## config.mk

```make
export PLATFORM = sky130hd
export DESIGN_NAME = cen_mean_unit
export DESIGN_NICKNAME = d
export VERILOG_FILES = /design/src/rtl/cen_mean_unit.sv
export SDC_FILE = /design/constraint.sdc
export NUM_CORES = 1
export LEC_CHECK = 0
export CAP_MARGIN = 5
export CORE_MARGIN = 4
export CORE_UTILIZATION = 45
export CTS_BUF_LIST = sky130_fd_sc_hd__clkbuf_8
export CTS_CLUSTER_SIZE = 20
export DETAILED_ROUTE_END_ITERATION = 6
export GPL_ROUTABILITY_DRIVEN = 0
export HOLD_SLACK_MARGIN = 0.03
export PLACE_DENSITY = 0.8
export SYNTH_ARGS = -nofsm -noshare
export SYNTH_HDL_FRONTEND = slang
export SYNTH_SLANG_ARGS = --single-unit
```

## constraint.sdc

```tcl
create_clock -name clk -period 5.4 [get_ports clk]
set_input_delay 0.81 -clock clk [delete_from_list [all_inputs] [get_ports clk]]
set_output_delay 0.81 -clock clk [all_outputs]
set_load 0.005 [all_outputs]
```

## src/rtl/cen_mean_unit.sv

```systemverilog
// cen_mean_unit -- centering-mean engine for the FastICA preprocessing path.
//
// Accumulates N = 2^LOG2_N samples on each of NCH channels through a
// valid/ready stream, divides each sum by N with a shift, and then holds the
// per-channel means until the centering subtractor takes them.
//
// Optional feature (compile-time macro CEN_ROUND_EN):
//   defined   - round-half-up division, saturating at 2^DATA_W-1
//   undefined - plain truncating shift
//
// Ports:
//   clk        rising-edge clock
//   rst        synchronous, active-high reset
//   start      one-cycle batch request, honoured only in IDLE
//   in_valid   in_data is valid this cycle
//   in_ready   block accepts a sample this cycle (high in ACC)
//   in_data    packed samples, channel k at [k*DATA_W +: DATA_W]
//   out_valid  out_mean is valid (high in DONE)
//   out_ready  consumer takes out_mean
//   out_mean   packed per-channel means, same packing as in_data
//   busy       high in every state except IDLE
//   sample_cnt samples accepted in the current batch
//
// state | meaning
// IDLE  | waiting for start; out_mean holds the previous result
// ACC   | accepting samples into the accumulators
// DIV   | one cycle: shift the sums into out_mean
// DONE  | out_valid held until out_ready
module cen_mean_unit #(
  parameter int NCH    = 4,
  parameter int DATA_W = 16,
  parameter int LOG2_N = 7
) (
  input  logic                    clk,
  input  logic                    rst,
  input  logic                    start,
  input  logic                    in_valid,
  output logic                    in_ready,
  input  logic [NCH*DATA_W-1:0]   in_data,
  output logic                    out_valid,
  input  logic                    out_ready,
  output logic [NCH*DATA_W-1:0]   out_mean,
  output logic                    busy,
  output logic [LOG2_N:0]         sample_cnt
);

  localparam int ACC_W = DATA_W + LOG2_N;

  localparam logic [1:0] IDLE = 2'd0;
  localparam logic [1:0] ACC  = 2'd1;
  localparam logic [1:0] DIV  = 2'd2;
  localparam logic [1:0] DONE = 2'd3;

  localparam logic [LOG2_N:0] N_CNT   = {1'b1, {LOG2_N{1'b0}}};
  localparam logic [LOG2_N:0] CNT_ONE = {{LOG2_N{1'b0}}, 1'b1};

  logic [1:0]             state;
  logic [ACC_W-1:0]       acc [NCH];
  logic [NCH*DATA_W-1:0]  mean_next;
  logic                   accept;

  assign in_ready  = (state == ACC);
  assign out_valid = (state == DONE);
  assign busy      = (state != IDLE);
  assign accept    = in_valid && in_ready;

`ifdef CEN_ROUND_EN
  localparam logic [ACC_W:0] HALF = (ACC_W+1)'(1) << (LOG2_N - 1);

  logic [ACC_W:0] rnd_sum [NCH];
  logic [ACC_W:0] rnd_q   [NCH];

  always_comb begin
    mean_next = '0;
    for (int k = 0; k < NCH; k++) begin
      rnd_sum[k] = {1'b0, acc[k]} + HALF;
      rnd_q[k]   = rnd_sum[k] >> LOG2_N;
      // Any bit above DATA_W set means the rounded mean does not fit.
      if (|rnd_q[k][ACC_W:DATA_W])
        mean_next[k*DATA_W +: DATA_W] = '1;
      else
        mean_next[k*DATA_W +: DATA_W] = rnd_q[k][DATA_W-1:0];
    end
  end
`else
  always_comb begin
    mean_next = '0;
    for (int k = 0; k < NCH; k++) begin
      // Taking the top DATA_W bits of the sum is the divide by N.
      mean_next[k*DATA_W +: DATA_W] = acc[k][ACC_W-1:LOG2_N];
    end
  end
`endif

  always_ff @(posedge clk) begin
    if (rst) begin
      state      <= IDLE;
      sample_cnt <= '0;
      out_mean   <= '0;
      for (int k = 0; k < NCH; k++) acc[k] <= '0;
    end else begin
      case (state)
        IDLE: begin
          if (start) begin
            sample_cnt <= '0;
            for (int k = 0; k < NCH; k++) acc[k] <= '0;
            state <= ACC;
          end
        end
        ACC: begin
          if (accept) begin
            for (int k = 0; k < NCH; k++)
              acc[k] <= acc[k] + ACC_W'(in_data[k*DATA_W +: DATA_W]);
            sample_cnt <= sample_cnt + CNT_ONE;
            if (sample_cnt + CNT_ONE == N_CNT) state <= DIV;
          end
        end
        DIV: begin
          out_mean <= mean_next;
          state    <= DONE;
        end
        DONE: begin
          if (out_ready) state <= IDLE;
        end
        default: state <= IDLE;
      endcase
    end
  end

endmodule

```

## Yosys cells after proc, flatten, opt, wreduce, memory -nomap -nowiden

Memories as Yosys holds them, arrays and structs flattened.
Cells that the tools add are included.

| word-level totals | value |
|---|---|
| flip-flop bits (word level) | 74 |
| input port bits | 69 |
| output and inout bits | 75 |
| memories kept | 1 |
| logic and storage cells | 57 |
| memory bits (writable) | 92 |

Memories:

| name | words | bits a word | read ports | clocked after memory_dff | write ports | RTL line | RTL |
|---|---|---|---|---|---|---|---|
| acc | 4 | 23 | 4 | 0 | 4 | 58 | `logic [ACC_W-1:0] acc [NCH];` |

| operators by class | value |
|---|---|
| $add $sub $neg | 5 |
| multiplexer cells | 26 |
| bitwise logic cells | 8 |
| eq/ne operators | 8 |
| reductions and logical operators | 6 |

Operator list:

| operator | count |
|---|---|
| 23-bit 2-to-1 mux | 8 |
| 23-bit by 16-bit adder with 23-bit output | 4 |
| 8-bit 2-to-1 mux | 2 |
| 8-bit one-hot mux with 2 select lines | 1 |
| 1-bit 2-to-1 mux | 10 |
| 8-bit by 1-bit adder with 8-bit output (second input constant) | 1 |
| 8-bit equality test (second input constant) | 1 |
| 2-bit 2-to-1 mux | 4 |
| 1-bit bitwise OR | 8 |
| 2-bit one-hot mux with 4 select lines | 1 |
| 2-bit by 1-bit inequality test with 1-bit output (second input constant) | 3 |
| 2-bit equality test (second input constant) | 2 |
| 4-bit AND reduction | 1 |
| 2-bit nonzero test | 2 |
| 3-bit AND reduction | 1 |
| 2-bit by 1-bit equality test with 1-bit output (second input constant) | 1 |
| 2-bit logical NOT | 1 |
| 2-bit inequality test (second input constant) | 1 |
| 1-bit logical AND | 1 |

## Depth between registers and ports, before layout

| depth | value |
|---|---|
| depth after elaboration | 7 |
| mapped depth | 9 |
| depth with buffers taken out | 9 |

## Worst setup path after synthesis

Ideal clock, no wire load.

| path | value |
|---|---|
| kind | input to register |
| from | input port in_data[16] |
| to | memory acc[1][20] (netlist name), data pin |
| data arrival time | 2.680 ns |
| library setup time | 0.145 ns |
| buffers on the path | 0 |
| data required time | 5.255 ns |
| cell stages on the path | 9 |
| path slack | 2.575 ns |
| path through | ha_1 -> inv_1 -> fa_1 -> and2b_1 -> o31a_2 -> o21ai_0 -> a211o_1 -> a2111o_1 -> o21ai_1 |

RTL lines:

| element | RTL line | RTL |
|---|---|---|
| start: declaration | 39 | `input logic [NCH*DATA_W-1:0] in_data,` |
| end: declaration | 58 |  |

==> impl_results.md <==
* Status: finished clean
* Most used flip-flop cell after synthesis: sky130_fd_sc_hd__dfxtp_1
* Startpoint type of the worst setup path: input pin
* DRC at 0
* Clock tree from TritonCTS: yes
* Number of detailed-route iterations in the first pass at 5
* Total standard cell area after synthesis at 9660 um2
* Layout Nets at 1316
* Antenna fix cells at 0
* Number of global-route vias before repair at 7846
* Worst-path cell chain: clkdlybuf4s50_1, ha_1, inv_1, fa_1, and2b_1, o31a_1, o21ai_1, o21a_1, or4_1, nand2_1
* Slew Limit Headroom at 33.4%
* Actual slew at the worst max-slew pin at 999 ps
* Stage delay of the slowest cell on the critical path at 510 ps
* Overflow left after global routing at 0
* Final Util at 56.0%
* Crit Path Category: input pin to register
* Routed length per instance at 16.3 um
* Clk sink count at 166
* Clock buffer depth at 2
* Data arrival time of the critical path at 3430 ps
* Setup Fix Bufs, Post-CTS at 0
* Distinct cells, synth at 61
* Vertical die dimension at 155 um
* Filler cell count in the final layout at 1861
* Slowest CP cell: sky130_fd_sc_hd__clkdlybuf4s50_1
* Number of H-tree levels at 4
* Via-per-instance ratio at 5.64
* Number of buffers created by CTS at 17
* HPWL Detailed at 17200 um
* Number of placement rows at 53
* Area enclosed by the die boundary at 23900 um2
* RSZ-0062 raised after global routing: no
* Clock insertion delay at the later pin of the skew report at 450 ps
* Synth Instances at 1041
* Static leakage at 4.59 nW
* GRT Total Usage at 19.4%
* Fraction of layout instances using a drive strength above 1 at 4.13%
* Synthesized netlist net count at 1183
* Worst vdd rail ir drop at 0.194 mV
* Post-CTS Hold Buffers at 0
* Most frequent standard cell in the layout excluding fill and tap cells: sky130_fd_sc_hd__nor2_1
* Resize count post-CTS at 0
* Final setup fails at 0
* Global-route wire length before repair at 38200 um
* Final worst clock skew at 19.2 ps
* Post-route minimum period at 3120 ps
* Required @ worst endpoint at 5710 ps
* Die Wd at 155 um
* Total power at 4.64 mW
* I/O pin total at 144
* Fmax at 321 MHz
* Final ANT Viol Nets at 0
* Final max-slew violation count at 0
* Class of the worst hold path: register to register
* Share of the cycle needed by the critical path after routing at 57.8%
* Area growth, synth to finish at 22.2%
* Count of buffer and inverter cells on the critical path at 2
* Clock root buffer master: sky130_fd_sc_hd__clkbuf_8
* Antenna violations before repair at 0
* Std-Cell Core Area at 21100 um2
* Mapped Avg Cell Area at 9.28 um2
* Largest net degree at the start of global routing at 84
* DRC marker count from the first detailed-route iteration at 469
* Total power density per cell area at 393 nW/um2
* Register area share after synthesis at 41.5%
* Max-cap viol count at 0
* Flip-flop and latch count after synthesis at 166
* Clk pin slew, worst setup/hold paths at 90 ps
* Kind of cell adding the most delay to the critical path: simple AND/OR/NAND/NOR gates
* Critical Path Sink Type: register
* Post-synth EDFFs at 69
* Initial Util at 45.8%
* Final sum of negative setup slack at 0 ps
* Number of I/O port buffers at 143
* Asr flop ratio synth at 0%
* Total vias in the final route at 8250
* Commonest non-fill, non-tap cells in the layout: sky130_fd_sc_hd__nor2_1, sky130_fd_sc_hd__clkdlybuf4s50_1, sky130_fd_sc_hd__dfxtp_1
* Count of warnings emitted by yosys at 0
* Total Routed Length at 23800 um
* CP Max Fanout at 8
* Hold Violations, Final at 0
per-stage QoR:
| stage | hold WS [ps] | setup slack, ps | area (um2) | std cells |
|---|---|---|---|---|
| 2_1_floorplan | 436 | 2580 | 9660 | 1041 |
| 3_3_place_gp | 444 | 1890 | 11400 | 1430 |
| 3_5_place_dp | 457 | 1830 | 11400 | 1430 |
| 4_1_cts | 470 | 2300 | 11800 | 1462 |
| 5_1_grt | 491 | 2220 | 11800 | 1462 |
| 6_report | 471 | 2280 | 11800 | 1462 |
cell type report:
type / instances / area (um2) / share of cell area, %
clock inverters: 13 / 189 / 1.60
inverters: 34 / 128 / 1.08
multi-input cells: 807 / 5400 / 45.8
repair buffers: 148 / 1460 / 12.4
well taps: 275 / 344 / 2.91
clock buffers: 19 / 262 / 2.22
flip-flops and latches: 166 / 4010 / 34.0
power by group:
| part | total [mW] | switching, mW | internal [mW] |
|---|---|---|---|
| registers | 1.76 | 0.172 | 1.59 |
| logic | 1.86 | 1.07 | 0.788 |
| clock network | 1.02 | 0.484 | 0.536 |
| total | 4.64 | 1.73 | 2.91 |
logic make-up (layout without fill, tap and decap cells):
kind of cell             after synthesis  after routing  synth area share, %
AND/OR/NAND/NOR                      356            356                 16.8
AO/OA/AOI/OAI                        262            262                 17.7
flip-flops                           166            166                 41.5
multiplexers                          76             76                 7.87
adder cells (fa/ha/maj)               73             73                 9.76
buffers and inverters                 68            214                 2.69
XOR/XNOR                              40             40                 3.63
path summary, 6_finish.rpt:
check	from	endpoint	slack, ps	cells after the start
min reg2reg	acc[2][6]	acc[2][6]	470	2
max reg2reg	state[1]	acc[3][19]	2640	6
max	in_data[0]	acc[0][18]	2280	10
min	acc[2][6]	acc[2][6]	470	2
Yosys cell counts (all sizes together), types with 2 or more instances:
cell type,count,area [um2]
nor2,144,541
dfxtp,97,1940
nand2,81,304
mux2i,76,761
a21oi,71,363
edfxtp,69,2070
ha,69,863
o21ai,68,340
inv,34,128
a21o,27,210
nor3,27,135
nand3,26,130
a211oi,25,188
o21a,23,173
clkbuf,21,80.1
xnor2,20,175
xor2,20,175
or3,17,106
buf,13,52.6
and3,12,75.1
nor2b,11,68.8
nand4,9,56.3
nand2b,8,50.1
o211ai,7,52.6
a31oi,6,37.5
a2111o,5,56.3
a2111oi,5,50.0
and2,5,31.3
fa,4,80.1
o31a,4,36.3
and4,3,26.3
o2111ai,3,26.3
a211o,2,17.5
a22oi,2,15.0
a311oi,2,23.8
and2b,2,15.0
nand3b,2,15.0
nand4b,2,17.5
nor3b,2,15.0
o211a,2,20.0
o221ai,2,17.5
or4,2,15.0
registers in the layout, summed over array words and instances (netlist names):
register	flops
out_mean	64
acc	92
sample_cnt	8
state	2
worst register-to-register path, cell delays in order, from the launching register on:
cell	delay, ps
sky130_fd_sc_hd__dfxtp_1	370
sky130_fd_sc_hd__inv_1	100
sky130_fd_sc_hd__ha_1	330
sky130_fd_sc_hd__nand2_1	560
sky130_fd_sc_hd__nor2_1	920
sky130_fd_sc_hd__nand2_1	110
sky130_fd_sc_hd__o21ai_0	190
routing by layer:
metal,vias to the layer above,wire length (um),track usage [%]
met3,40,1560,3.95
met4,0,495,6.73
met1,3878,10900,26.0
met2,276,10800,31.4
li1,4056,-,-
met5,-,0,0
Note: power is estimated with default switching activity, not from simulation.
